===== src/rtl/button_pkg.sv =====
// Shared definitions for the board push-button conditioning logic.
// Holds the debouncer state encoding and the 12 MHz timing defaults.
package button_pkg;

    typedef enum logic [1:0] {
        RELEASED        = 2'd0,
        PRESS_PENDING   = 2'd1,
        PRESSED         = 2'd2,
        RELEASE_PENDING = 2'd3
    } state_t;

    localparam int CLOCK_HZ                  = 12_000_000;
    localparam int DEFAULT_DEBOUNCE_CYCLES   = 120_000;     // 10 ms
    localparam int DEFAULT_LONG_PRESS_CYCLES = 12_000_000;  // 1 s

endpackage


===== src/rtl/sync_2ff.sv =====
// Generic two-flop synchroniser for an asynchronous single-bit input.
// Shared by both board buttons.
module sync_2ff (
    input  logic clock,
    input  logic reset_n,
    input  logic d,
    output logic q
);

    logic sync_1;

    always_ff @(posedge clock or negedge reset_n) begin
        if (!reset_n) begin
            sync_1 <= 1'b0;
            q      <= 1'b0;
        end else begin
            sync_1 <= d;
            q      <= sync_1;
        end
    end

endmodule


===== src/rtl/button_debouncer.sv =====
// Debounces a raw push-button pin into a stable level, press/release/long-press
// strobes and a wrapping press counter.
module button_debouncer
    import button_pkg::*;
#(
    parameter int DEBOUNCE_CYCLES   = DEFAULT_DEBOUNCE_CYCLES,
    parameter int LONG_PRESS_CYCLES = DEFAULT_LONG_PRESS_CYCLES
) (
    input  logic       clock,
    input  logic       reset_n,
    input  logic       button_raw,
    output logic       button_level,
    output logic       press_pulse,
    output logic       release_pulse,
    output logic       long_press_pulse,
    output logic [7:0] press_count
);

    localparam int DB_W   = $clog2(DEBOUNCE_CYCLES);
    localparam int HOLD_W = $clog2(LONG_PRESS_CYCLES);

    localparam logic [DB_W-1:0]   DB_LAST   = DB_W'(DEBOUNCE_CYCLES - 1);
    localparam logic [HOLD_W-1:0] HOLD_LAST = HOLD_W'(LONG_PRESS_CYCLES - 1);
    localparam logic [HOLD_W-1:0] HOLD_PRE  = HOLD_W'(LONG_PRESS_CYCLES - 2);

    logic              sync_2;
    state_t            state;
    logic [DB_W-1:0]   db_cnt;
    logic [HOLD_W-1:0] hold_cnt;

    sync_2ff u_sync (
        .clock   (clock),
        .reset_n (reset_n),
        .d       (button_raw),
        .q       (sync_2)
    );

    // Strobes default low every cycle so each fires for exactly one clock.
    always_ff @(posedge clock or negedge reset_n) begin
        if (!reset_n) begin
            state            <= RELEASED;
            db_cnt           <= '0;
            hold_cnt         <= '0;
            button_level     <= 1'b0;
            press_pulse      <= 1'b0;
            release_pulse    <= 1'b0;
            long_press_pulse <= 1'b0;
            press_count      <= 8'd0;
        end else begin
            press_pulse      <= 1'b0;
            release_pulse    <= 1'b0;
            long_press_pulse <= 1'b0;
            case (state)
                RELEASED: begin
                    if (sync_2) begin
                        state  <= PRESS_PENDING;
                        db_cnt <= '0;
                    end
                end
                PRESS_PENDING: begin
                    if (!sync_2) begin
                        state <= RELEASED;
                    end else if (db_cnt == DB_LAST) begin
                        state        <= PRESSED;
                        button_level <= 1'b1;
                        press_pulse  <= 1'b1;
                        press_count  <= press_count + 8'd1;
                        hold_cnt     <= '0;
                    end else begin
                        db_cnt <= db_cnt + 1'b1;
                    end
                end
                PRESSED: begin
                    if (!sync_2) begin
                        state  <= RELEASE_PENDING;
                        db_cnt <= '0;
                    end else if (hold_cnt != HOLD_LAST) begin
                        // Saturating here is what limits long-press to one firing.
                        hold_cnt <= hold_cnt + 1'b1;
                        if (hold_cnt == HOLD_PRE) begin
                            long_press_pulse <= 1'b1;
                        end
                    end
                end
                RELEASE_PENDING: begin
                    if (sync_2) begin
                        state <= PRESSED;
                    end else if (db_cnt == DB_LAST) begin
                        state         <= RELEASED;
                        button_level  <= 1'b0;
                        release_pulse <= 1'b1;
                    end else begin
                        db_cnt <= db_cnt + 1'b1;
                    end
                end
                default: begin
                    state <= RELEASED;
                end
            endcase
        end
    end

endmodule


===== config.mk =====
export PLATFORM = sky130hd
export DESIGN_NAME = button_debouncer
export DESIGN_NICKNAME = d
export VERILOG_FILES = /design/src/rtl/button_pkg.sv /design/src/rtl/sync_2ff.sv /design/src/rtl/button_debouncer.sv
export SDC_FILE = /design/constraint.sdc
export NUM_CORES = 1
export LEC_CHECK = 0
export BUFFER_PORTS_ARGS = -buffer_cell sky130_fd_sc_hd__buf_2
export CORE_UTILIZATION = 60
export DETAILED_ROUTE_END_ITERATION = 7
export PLACE_DENSITY_LB_ADDON = 0.3
export SYNTH_ARGS = -nofsm -noshare
export SYNTH_HDL_FRONTEND = slang
export SYNTH_SLANG_ARGS = --single-unit
export TNS_END_PERCENT = 50

===== constraint.sdc =====
create_clock -name clock -period 3.8 [get_ports clock]
set_clock_uncertainty 0.15 [all_clocks]
set_input_delay 0.76 -clock clock [delete_from_list [all_inputs] [get_ports clock]]
set_output_delay 0.76 -clock clock [all_outputs]
set_load 0.005 [all_outputs]

Word-level counts from Yosys, hierarchy flattened

Index checks and enable logic that the tools add are counted.
Widths: inputs -> output; s select.

Flip-flop bits (word level): 57
Latch bits: 0
Memory bits (writable): 0
ROM bits: 0
Input bits: 3
Output and inout bits: 12
Memories: 0

Add/subtract/negate cells: 3
Multiply operators: 0
Divide/modulo/power cells: 0
Order comparisons: 0
Equality and inequality tests: 16
Shift operators: 0
Multiplexer cells: 32
Bitwise logic cells: 0
Reductions and logical operators: 8

Operators with widths:

| kind                  | number |
|---|---|
| $mux 24               | 4 |
| $mux 17               | 5 |
| $pmux 17 s4           | 1 |
| $pmux 24 s2           | 1 |
| $add 24x1->24 const B | 1 |
| $eq 24x24->1 const B  | 1 |
| $ne 24x24->1 const B  | 1 |
| $add 17x1->17 const B | 1 |
| $eq 17x17->1 const B  | 1 |
| $mux 1                | 13 |
| $mux 2                | 6 |
| $ne 2x2->1 const B    | 5 |
| $reduce_and 5->1      | 2 |
| $add 8x1->8 const B   | 1 |
| $pmux 2 s4            | 1 |
| $reduce_and 4->1      | 2 |
| $ne 2x1->1 const B    | 3 |
| $eq 2x2->1 const B    | 2 |
| $reduce_bool 2->1     | 2 |
| $ne 3x2->1 const B    | 1 |
| $ne 3x3->1 const B    | 1 |
| $reduce_and 3->1      | 1 |
| $eq 2x1->1 const B    | 1 |
| $logic_not 2->1       | 1 |
| $pmux 1 s2            | 1 |

Depth between registers and ports, before layout

Gate-level depths: netlist (run 1).

Word-level depth: 5
Gate-level depth with buffers: 7
Gate-level depth less buffers: 6

By module

From an unflattened synthesis (run 1), not the netlist that was laid out.

Cell total of the unflattened synthesis: 340
Area, all modules: 3,130.5 um2

Modules (own cells, without submodules):

| module           | times used | cells each | area each (um2) |
|---|---|---|---|
| button_debouncer | 1          | 338        | 3,080.5 |
| sync_2ff         | 1          | 2          | 50.0 |

Worst setup path before layout (run 1)

OpenSTA, ideal clock, no wires.

Kind: reg-to-reg
From: reg state[0]
To: reg hold_cnt[23]
Setup time: 0.143 ns
Arrival: 1.700 ns
Data required time: 3.507 ns
Path slack: 1.807 ns
Cell stages (with the launch flop): 7
Path buffers: 1
Period minus slack after synthesis: 1.993 ns
Cell sequence: dfrtp_1 > nand3b_1 > or4_4 > buf_6 > nor4_4 > xnor2_1 > nor2_2

Longest elaborated chain between the ends: 3
Elaborated cells on any way between the ends: 9
Those cells by class: eq/ne (6); mux (1); reduce/logical (2)

Ends and longest elaborated chain:

| element                                                   | line                   | RTL |
|---|---|---|
| start, declared                                           | button_debouncer.sv:27 | `state_t state;` |
| start signal, assigned                                    | button_debouncer.sv:41 | `state <= RELEASED;` |
| start signal, assigned                                    | button_debouncer.sv:56 | `state <= PRESS_PENDING;` |
| start signal, assigned                                    | button_debouncer.sv:62 | `state <= RELEASED;` |
| $eq 2x2->1 or $eq 2x1->1 (tied branches)                  | button_debouncer.sv:53 | `case (state)` |
| $ne 2x1->1 (no source line), or another cell as far along | n/a                    |  |
| $reduce_and 5->1 (no source line)                         | n/a                    |  |
| end signal, assigned                                      | button_debouncer.sv:79 | `hold_cnt <= hold_cnt + 1'b1;` |
| end, declared                                             | button_debouncer.sv:29 | `logic [HOLD_W-1:0] hold_cnt;` |

Parallel ways exist; a longest one is shown, timed or not.
A chain may end at the register's enable or synchronous reset.

Final worst setup path (run 1)

From: reg db_cnt[2]
To: reg hold_cnt[7]

Longest elaborated chain between the ends: 3

Ends and longest elaborated chain:

| element                           | line                   | RTL |
|---|---|---|
| start, declared                   | button_debouncer.sv:28 | `logic [DB_W-1:0] db_cnt;` |
| start signal, assigned            | button_debouncer.sv:70 | `db_cnt <= db_cnt + 1'b1;` |
| start signal, assigned            | button_debouncer.sv:93 | `db_cnt <= db_cnt + 1'b1;` |
| $eq 17x17->1                      | button_debouncer.sv:63 | `end else if (db_cnt == DB_LAST) begin` |
| $ne 2x2->1 (no source line)       | n/a                    |  |
| $reduce_and 5->1 (no source line) | n/a                    |  |

Every way passes these cells.

==> results.py, run 1 <==
metrics = {
    "worst_setup_path": {
        "critPathCapture": "hold_cnt[7]",
        "endpoint_kind": "register",
        "path_cells": "and3_1 -> nand3_2 -> nor4_4 -> nor2_1 -> a221o_1",
        "cp.required_ns": 3.86,
        "r2r_end": "hold_cnt[7]",
        "startpoint_type": "register",
        "worst_path_largest_cell_delay_ns": 0.84,
        "r2r_slack_ns": 1.16,
        "critPathMaxFanout": 17,
        "crit_slowest_cell": "nor4_4",
        "arrival_ns": 2.70,
        "crit_type": "register to register",
        "r2r-start": "db_cnt[2]",
        "worstSetupStartpoint": "db_cnt[2]",
        "rr_worst_depth": 5,
    },
    "yosys": {
        "syn_inst": 303,
        "ys_ff_latch": 57,
        "yosys_warnings": 0,
        "async_flop_share": 1.00,
        "syn_area_um2": 3030,
        "avgSynthCellArea_um2": 10.0,
        "synth_nets": 310,
        "synth.area.top_cells": "dfrtp_1, xnor2_1, nor2_1",
        "yosysUniqueCellTypes": 52,
        "yosys.area.top_type": "dfrtp_1",
        "synthFlopType": "dfrtp_1",
        "synth-seq-area-share": 0.470,
        "yosys.area.top_type_share": 0.470,
        "synth_edf_count": 0,
    },
    "power": {
        "power_frac_seq": 0.435,
        "vdd_drop_max_mv": 0.444,
        "swShare": 0.189,
        "power.share.combinational": 0.021,
        "powerDensity_nw_per_um2": 417,
        "p_leak_nw": 1.49,
        "total_power_w": 0.00143,
        "pwr-share-clk": 0.544,
        "power.net_switching_w": 0.000270,
        "p_int_w": 0.00116,
    },
    "sta": {
        "fin_setup_tns_ns": 0,
        "final_hold_viol_count": 0,
        "tightestPinTransition_ns": 0.969,
        "setup-violations-final": 0,
        "fmax_mhz": 379,
        "post-route-min-period_ns": 2.64,
        "drv_slew": 0,
        "rsz0062_at_grt": "no",
        "slew_headroom": 0.351,
        "layout_worst_path_cycle_share": 0.693,
    },
    "cts": {
        "root_buffer": "clkbuf_8",
        "hold_buffers": 0,
        "clk_latency_ns": 0.34,
        "cts_setup_buffers": 0,
        "cts_tree": "yes",
        "cts_buffers": 9,
        "clk_path_buf_depth": 2,
        "clkSinkCount": 57,
        "htreeDepth": 3,
        "ctsResizeCount": 0,
        "clkTransAtPathRegs_ns": 0.07,
    },
    "routing": {
        "met1Wirelength_um": 2900,
        "antenna_left": 0,
        "wirelength_um": 6290,
        "dr.pass1.iters": 4,
        "wl_per_cell_um": 16.0,
        "drc": 0,
        "dr_wl_met2_um": 2970,
        "vias": 2346,
        "dr_wl_met3_um": 323,
        "routed.top_layer": "met4",
        "dr.first_iter.drc_count": 183,
        "via_per_inst": 5.98,
    },
    "final_layout": {
        "fin_nets": 327,
        "drive_gt1_frac": 0.135,
        "final_common_cell": "dfrtp_1",
        "diodes": 0,
        "synthToLayoutAreaGrowth_pct": 12.7,
        "final_cell_mix": "dfrtp_1, nor2_1, xnor2_1, nand2_1, nand3_1",
        "stdcell_count": 392,
    },
    "placement": {
        "numPlacedInstances": 376,
        "io_buffers": 14,
        "hpwl_um": 4230,
        "gp_congestion": 0.861,
    },
    "die": {
        "num_rows": 25,
        "die_area_um2": 5340,
        "core_um2": 4790,
        "die_y_um": 73.1,
        "pin_count": 15,
        "dieWidth_um": 73.1,
        "start_util": 0.634,
    },
    "grt": {
        "antenna_found_initial": 0,
        "grt_max_degree": 35,
        "grt_pass1_vias": 2246,
        "overflow": 0,
        "track_usage": 0.270,
        "grt_pass1_wl_um": 10600,
    },
    "hold_path": {
        "min_path_type": "register to register",
    },
    "outcome": {
        "status": "completed",
    },
    "job": {
        "drv_cap": 0,
    },
}
[synthesized netlist by cell type, drive strengths merged, types with 3 or more instances]
library cell	count
buf	5
and4b	3
clkbuf	4
o211ai	5
or3	5
nand3	20
xnor2	25
nor4	9
o21ai	13
nor3	10
ha	4
xor2	8
a31oi	3
nor4bb	7
dfrtp	57
nor2	33
inv	7
nand4	11
and4	7
and3	9
a21oi	8
mux2i	3
nand2	21
[power groups by stage]
stage	clock network [W]	logic, W	registers (W)
finish	0.000776	0.0000298	0.000621
floorplan	0	0.0000153	0.000629
global route	0.000819	0.0000347	0.000622
global placement	0	0.0000302	0.000631
detailed placement	0	0.0000307	0.000632
CTS	0.000789	0.0000308	0.000621
[through the flow]
step	area [um^2]	setup slack (ns)	hold slack, ns	utilization
floorplan	3030	1.81	0.181	-
CTS	3420	1.19	0.211	0.715
detailed placement	3140	1.23	0.196	0.657
finish	3420	1.16	0.202	0.715
global route	3420	1.03	0.214	0.715
global placement	3140	1.30	0.187	0.657
[worst min-delay path by stage]
stage	startpoint	to	slack, ns	cells after the start
after floorplan	u_sync.sync_1	u_sync.q	0.18	0
after global placement	u_sync.sync_1	u_sync.q	0.19	0
after detailed placement	u_sync.sync_1	u_sync.q	0.20	0
after CTS	u_sync.sync_1	u_sync.q	0.21	0
after global routing	u_sync.sync_1	u_sync.q	0.21	0
final	u_sync.sync_1	u_sync.q	0.20	0
[metal layers]
layer,GRT usage,vias to the layer above
li1,-,1145
met1,0.362,1137
met2,0.399,55
met3,0.0732,9
met4,0.146,0
met5,0,-
[logic make-up after synthesis]
kind of cell,share of synthesized area
muxes,0.0173
AOI/OAI and AO/OA,0.0846
buffers and inverters,0.0256
adders and majority gates,0.0165
and+or+nand+nor,0.290
xor gates and xnor gates,0.0953
DFF,0.470
[cell type report]
type	instances	area, um^2
clock inverters	5	125
clock buffers	11	151
inverters	7	26.3
multi-input cells	230	1530
flip-flops and latches	57	1430
repair buffers	15	77.6
fillers	328	1370
well taps	67	83.8
[critical path: cells and delay by family (launching register included)]
kind	cells	cell delay [ns]
AO/OA/AOI/OAI	1	0.40
AND/OR/NAND/NOR	4	1.51
flip-flops	1	0.43
[sequential cells by signal (all words and copies together) (netlist names), named ones only]
register,cells
u_sync.sync_1,1
state,1
press_count,8
long_press_pulse,1
hold_cnt,24
release_pulse,1
db_cnt,17
press_pulse,1
button_level,1
u_sync.q,1
No activity file was read; power rests on OpenSTA's default activity.
==> run 2, diff against run 1 <==
- ABC_AREA: not set -> 1
- CORE_UTILIZATION: 60 -> 56
- clock period: 3.8 -> 2.3 ns (I/O delays scaled with it)
==> run 2 against run 1 <==
Effect of this change: the flow now finishes with violations (design-rule violations); clock power rose by 26%; total power rose by 45%; hold slack got worse by 0.12 ns; highest routed layer unchanged.
==> results.py, run 2 <==
metrics = {
    "die": {
        "die_area_um2": 7080,
        "num_rows": 29,
        "start_util": 0.588,
        "die_y_um": 84.1,
        "pin_count": 15,
        "dieWidth_um": 84.1,
        "core_um2": 6420,
    },
    "worst_setup_path": {
        "critPathMaxFanout": 26,
        "path_cells": "ha_1 -> nand3_2 -> inv_2 -> nand2_2 -> clkinv_1 -> nand3_1 -> nand2_4 -> inv_2 -> nand2_1 -> nand2_1",
        "endpoint_kind": "register",
        "worst_path_largest_cell_delay_ns": 0.43,
        "arrival_ns": 2.12,
        "r2r_slack_ns": 0.25,
        "startpoint_type": "register",
        "critPathBufInv": 3,
        "crit_slowest_cell": "dfrtp_1",
        "crit_type": "register to register",
        "cp.required_ns": 2.37,
        "crit_family": "simple AND/OR/NAND/NOR gates",
    },
    "cts": {
        "cts_setup_buffers": 0,
        "clk_latency_ns": 0.34,
        "root_buffer": "clkbuf_8",
        "ctsResizeCount": 0,
        "clkTransAtPathRegs_ns": 0.07,
        "clk_path_buf_depth": 2,
        "htreeDepth": 3,
        "clkSinkCount": 57,
        "cts_tree": "yes",
        "cts_buffers": 9,
        "hold_buffers": 1,
    },
    "yosys": {
        "synth.area.top_cells": "dfrtp_1, nand2_1, nand3_1",
        "syn_inst": 560,
        "async_flop_share": 1.00,
        "ys_ff_latch": 57,
        "synth_common_cells": "nand2_1, nor2_1, nand3_1",
        "yosysUniqueCellTypes": 31,
        "synthFlopType": "dfrtp_1",
        "yosys_warnings": 0,
        "syn_area_um2": 3780,
        "synth-seq-area-share": 0.378,
        "synth_edf_count": 0,
        "avgSynthCellArea_um2": 6.75,
        "yosysMostFrequentCell": "nand2_1",
        "yosys.area.top_type_share": 0.378,
        "yosys.area.top_type": "dfrtp_1",
        "synth_nets": 567,
    },
    "final_layout": {
        "reg_top3": "hold_cnt (24), db_cnt (17), press_count (8)",
        "final_cell_mix": "nand2_1, nor2_1, nand3_1, dfrtp_1, inv_1",
        "regMostFlops": "hold_cnt",
        "largest_reg_flops": 24,
        "fin_nets": 586,
        "diodes": 0,
        "final_common_cell": "nand2_1",
        "synthToLayoutAreaGrowth_pct": 9.11,
        "drive_gt1_frac": 0.0959,
        "fill_cells": 579,
    },
    "sta": {
        "rsz0062_at_grt": "no",
        "setup-violations-final": 0,
        "fmax_mhz": 487,
        "slew_headroom": 0.620,
        "layout_worst_path_cycle_share": 0.892,
        "post-route-min-period_ns": 2.05,
        "holdWs_ns": 0.0797,
        "tightestPinTransition_ns": 0.569,
        "final_hold_viol_count": 0,
        "drv_slew": 0,
        "fin_setup_tns_ns": 0,
    },
    "hold_path": {
        "min_path_type": "input port to register",
    },
    "placement": {
        "gp_congestion": 0.888,
        "io_buffers": 14,
        "hpwl_um": 6000,
    },
    "routing": {
        "drc": 4,
        "dr.pass1.iters": 6,
        "antenna_left": 0,
        "wl_per_cell_um": 12.6,
        "vias": 3549,
        "wirelength_um": 8320,
        "dr.first_iter.drc_count": 197,
        "via_per_inst": 5.37,
    },
    "power": {
        "p_leak_nw": 2.04,
        "powerDensity_nw_per_um2": 503,
        "vdd_drop_max_mv": 0.387,
    },
    "outcome": {
        "status": "finished, violations left",
        "violations": "design-rule violations",
    },
    "grt": {
        "grt_pass1_vias": 3240,
        "overflow": 0,
        "track_usage": 0.255,
        "grt_max_degree": 36,
        "grt_pass1_wl_um": 14500,
        "antenna_found_initial": 0,
    },
    "job": {
        "drv_cap": 0,
    },
}
==> run 2: cell types whose count changed after synthesis, moves of 8 or more <==
cell     delta
and3_1      -8
nand2_1   +175
o21ai_0     +8
inv_1      +45
nand3_1    +51
nor3_1      -8
nor2_1     +48
xnor2_1    -16
nand4_1    +10
==> run 2: layer usage <==
| layer | wire (um) | global-route usage | vias to the layer above | part of all wire |
|---|---|---|---|---|
| li1 | - | - | 1807 | - |
| met4 | 149 | 0.103 | 0 | 0.018 |
| met2 | 3860 | 0.402 | 87 | 0.46 |
| met3 | 384 | 0.0423 | 14 | 0.046 |
| met5 | 0 | 0 | - | 0 |
| met1 | 3930 | 0.353 | 1641 | 0.47 |
==> run 2: final timing paths <==
kind                            cells past startpoint            end           from
worst min register to register                      0       u_sync.q  u_sync.sync_1
worst max-delay path                               10   hold_cnt[14]    hold_cnt[0]
worst max register to register                     10   hold_cnt[14]    hold_cnt[0]
min in group asynchronous                           2    hold_cnt[0]        reset_n
worst min-delay path                                1  u_sync.sync_1     button_raw
max in group asynchronous                           3   hold_cnt[17]        reset_n
==> run 2: cell families after synthesis <==
group                      after synthesis  synth area share
and+or+nand+nor                        385             0.443
xor gates and xnor gates                19            0.0441
adders and majority gates                4            0.0132
AOI/OAI and AO/OA                       24            0.0354
DFF                                     57             0.378
buffers and inverters                   71            0.0864
==> run 2: area by class of cell <==
| cell class | count | area (um^2) | share of cell area |
|---|---|---|---|
| clock inverter | 2 | 35.0 | 0.00850 |
| multi-input combinational | 432 | 2020 | 0.491 |
| clock buffer | 14 | 173 | 0.0419 |
| tap | 77 | 96.3 | 0.0234 |
| timing repair buffer | 24 | 160 | 0.0389 |
| inverter | 55 | 206 | 0.0501 |
| sequential | 57 | 1430 | 0.346 |
==> run 2: power breakdown <==
group	switching, W	internal (W)
clock	0.000393	0.000588
sequential	0.0000121	0.00101
combinational	0.0000474	0.0000192
total	0.000452	0.00162
==> run 2: worst register-to-register path: cells and delay by family (launching register included) <==
| kind | cells | cell delay, ns |
|---|---|---|
| AND/OR/NAND/NOR | 6 | 0.76 |
| flip-flops | 1 | 0.43 |
| buffers and inverters | 3 | 0.35 |
| adder cells (fa/ha/maj) | 1 | 0.26 |
==> run 2: through the flow <==
stage / instances / setup WS (ns) / total power (W) / area [um^2] / util
2_1_floorplan: 560 / 0.597 / 0.00108 / 3780 / -
3_3_place_gp: 644 / 0.360 / 0.00111 / 3900 / 0.608
3_5_place_dp: 644 / 0.301 / 0.00111 / 3900 / 0.608
4_1_cts: 661 / 0.253 / 0.00209 / 4120 / 0.642
5_1_grt: 661 / 0.0637 / 0.00214 / 4120 / 0.642
6_report: 661 / 0.248 / 0.00207 / 4120 / 0.642
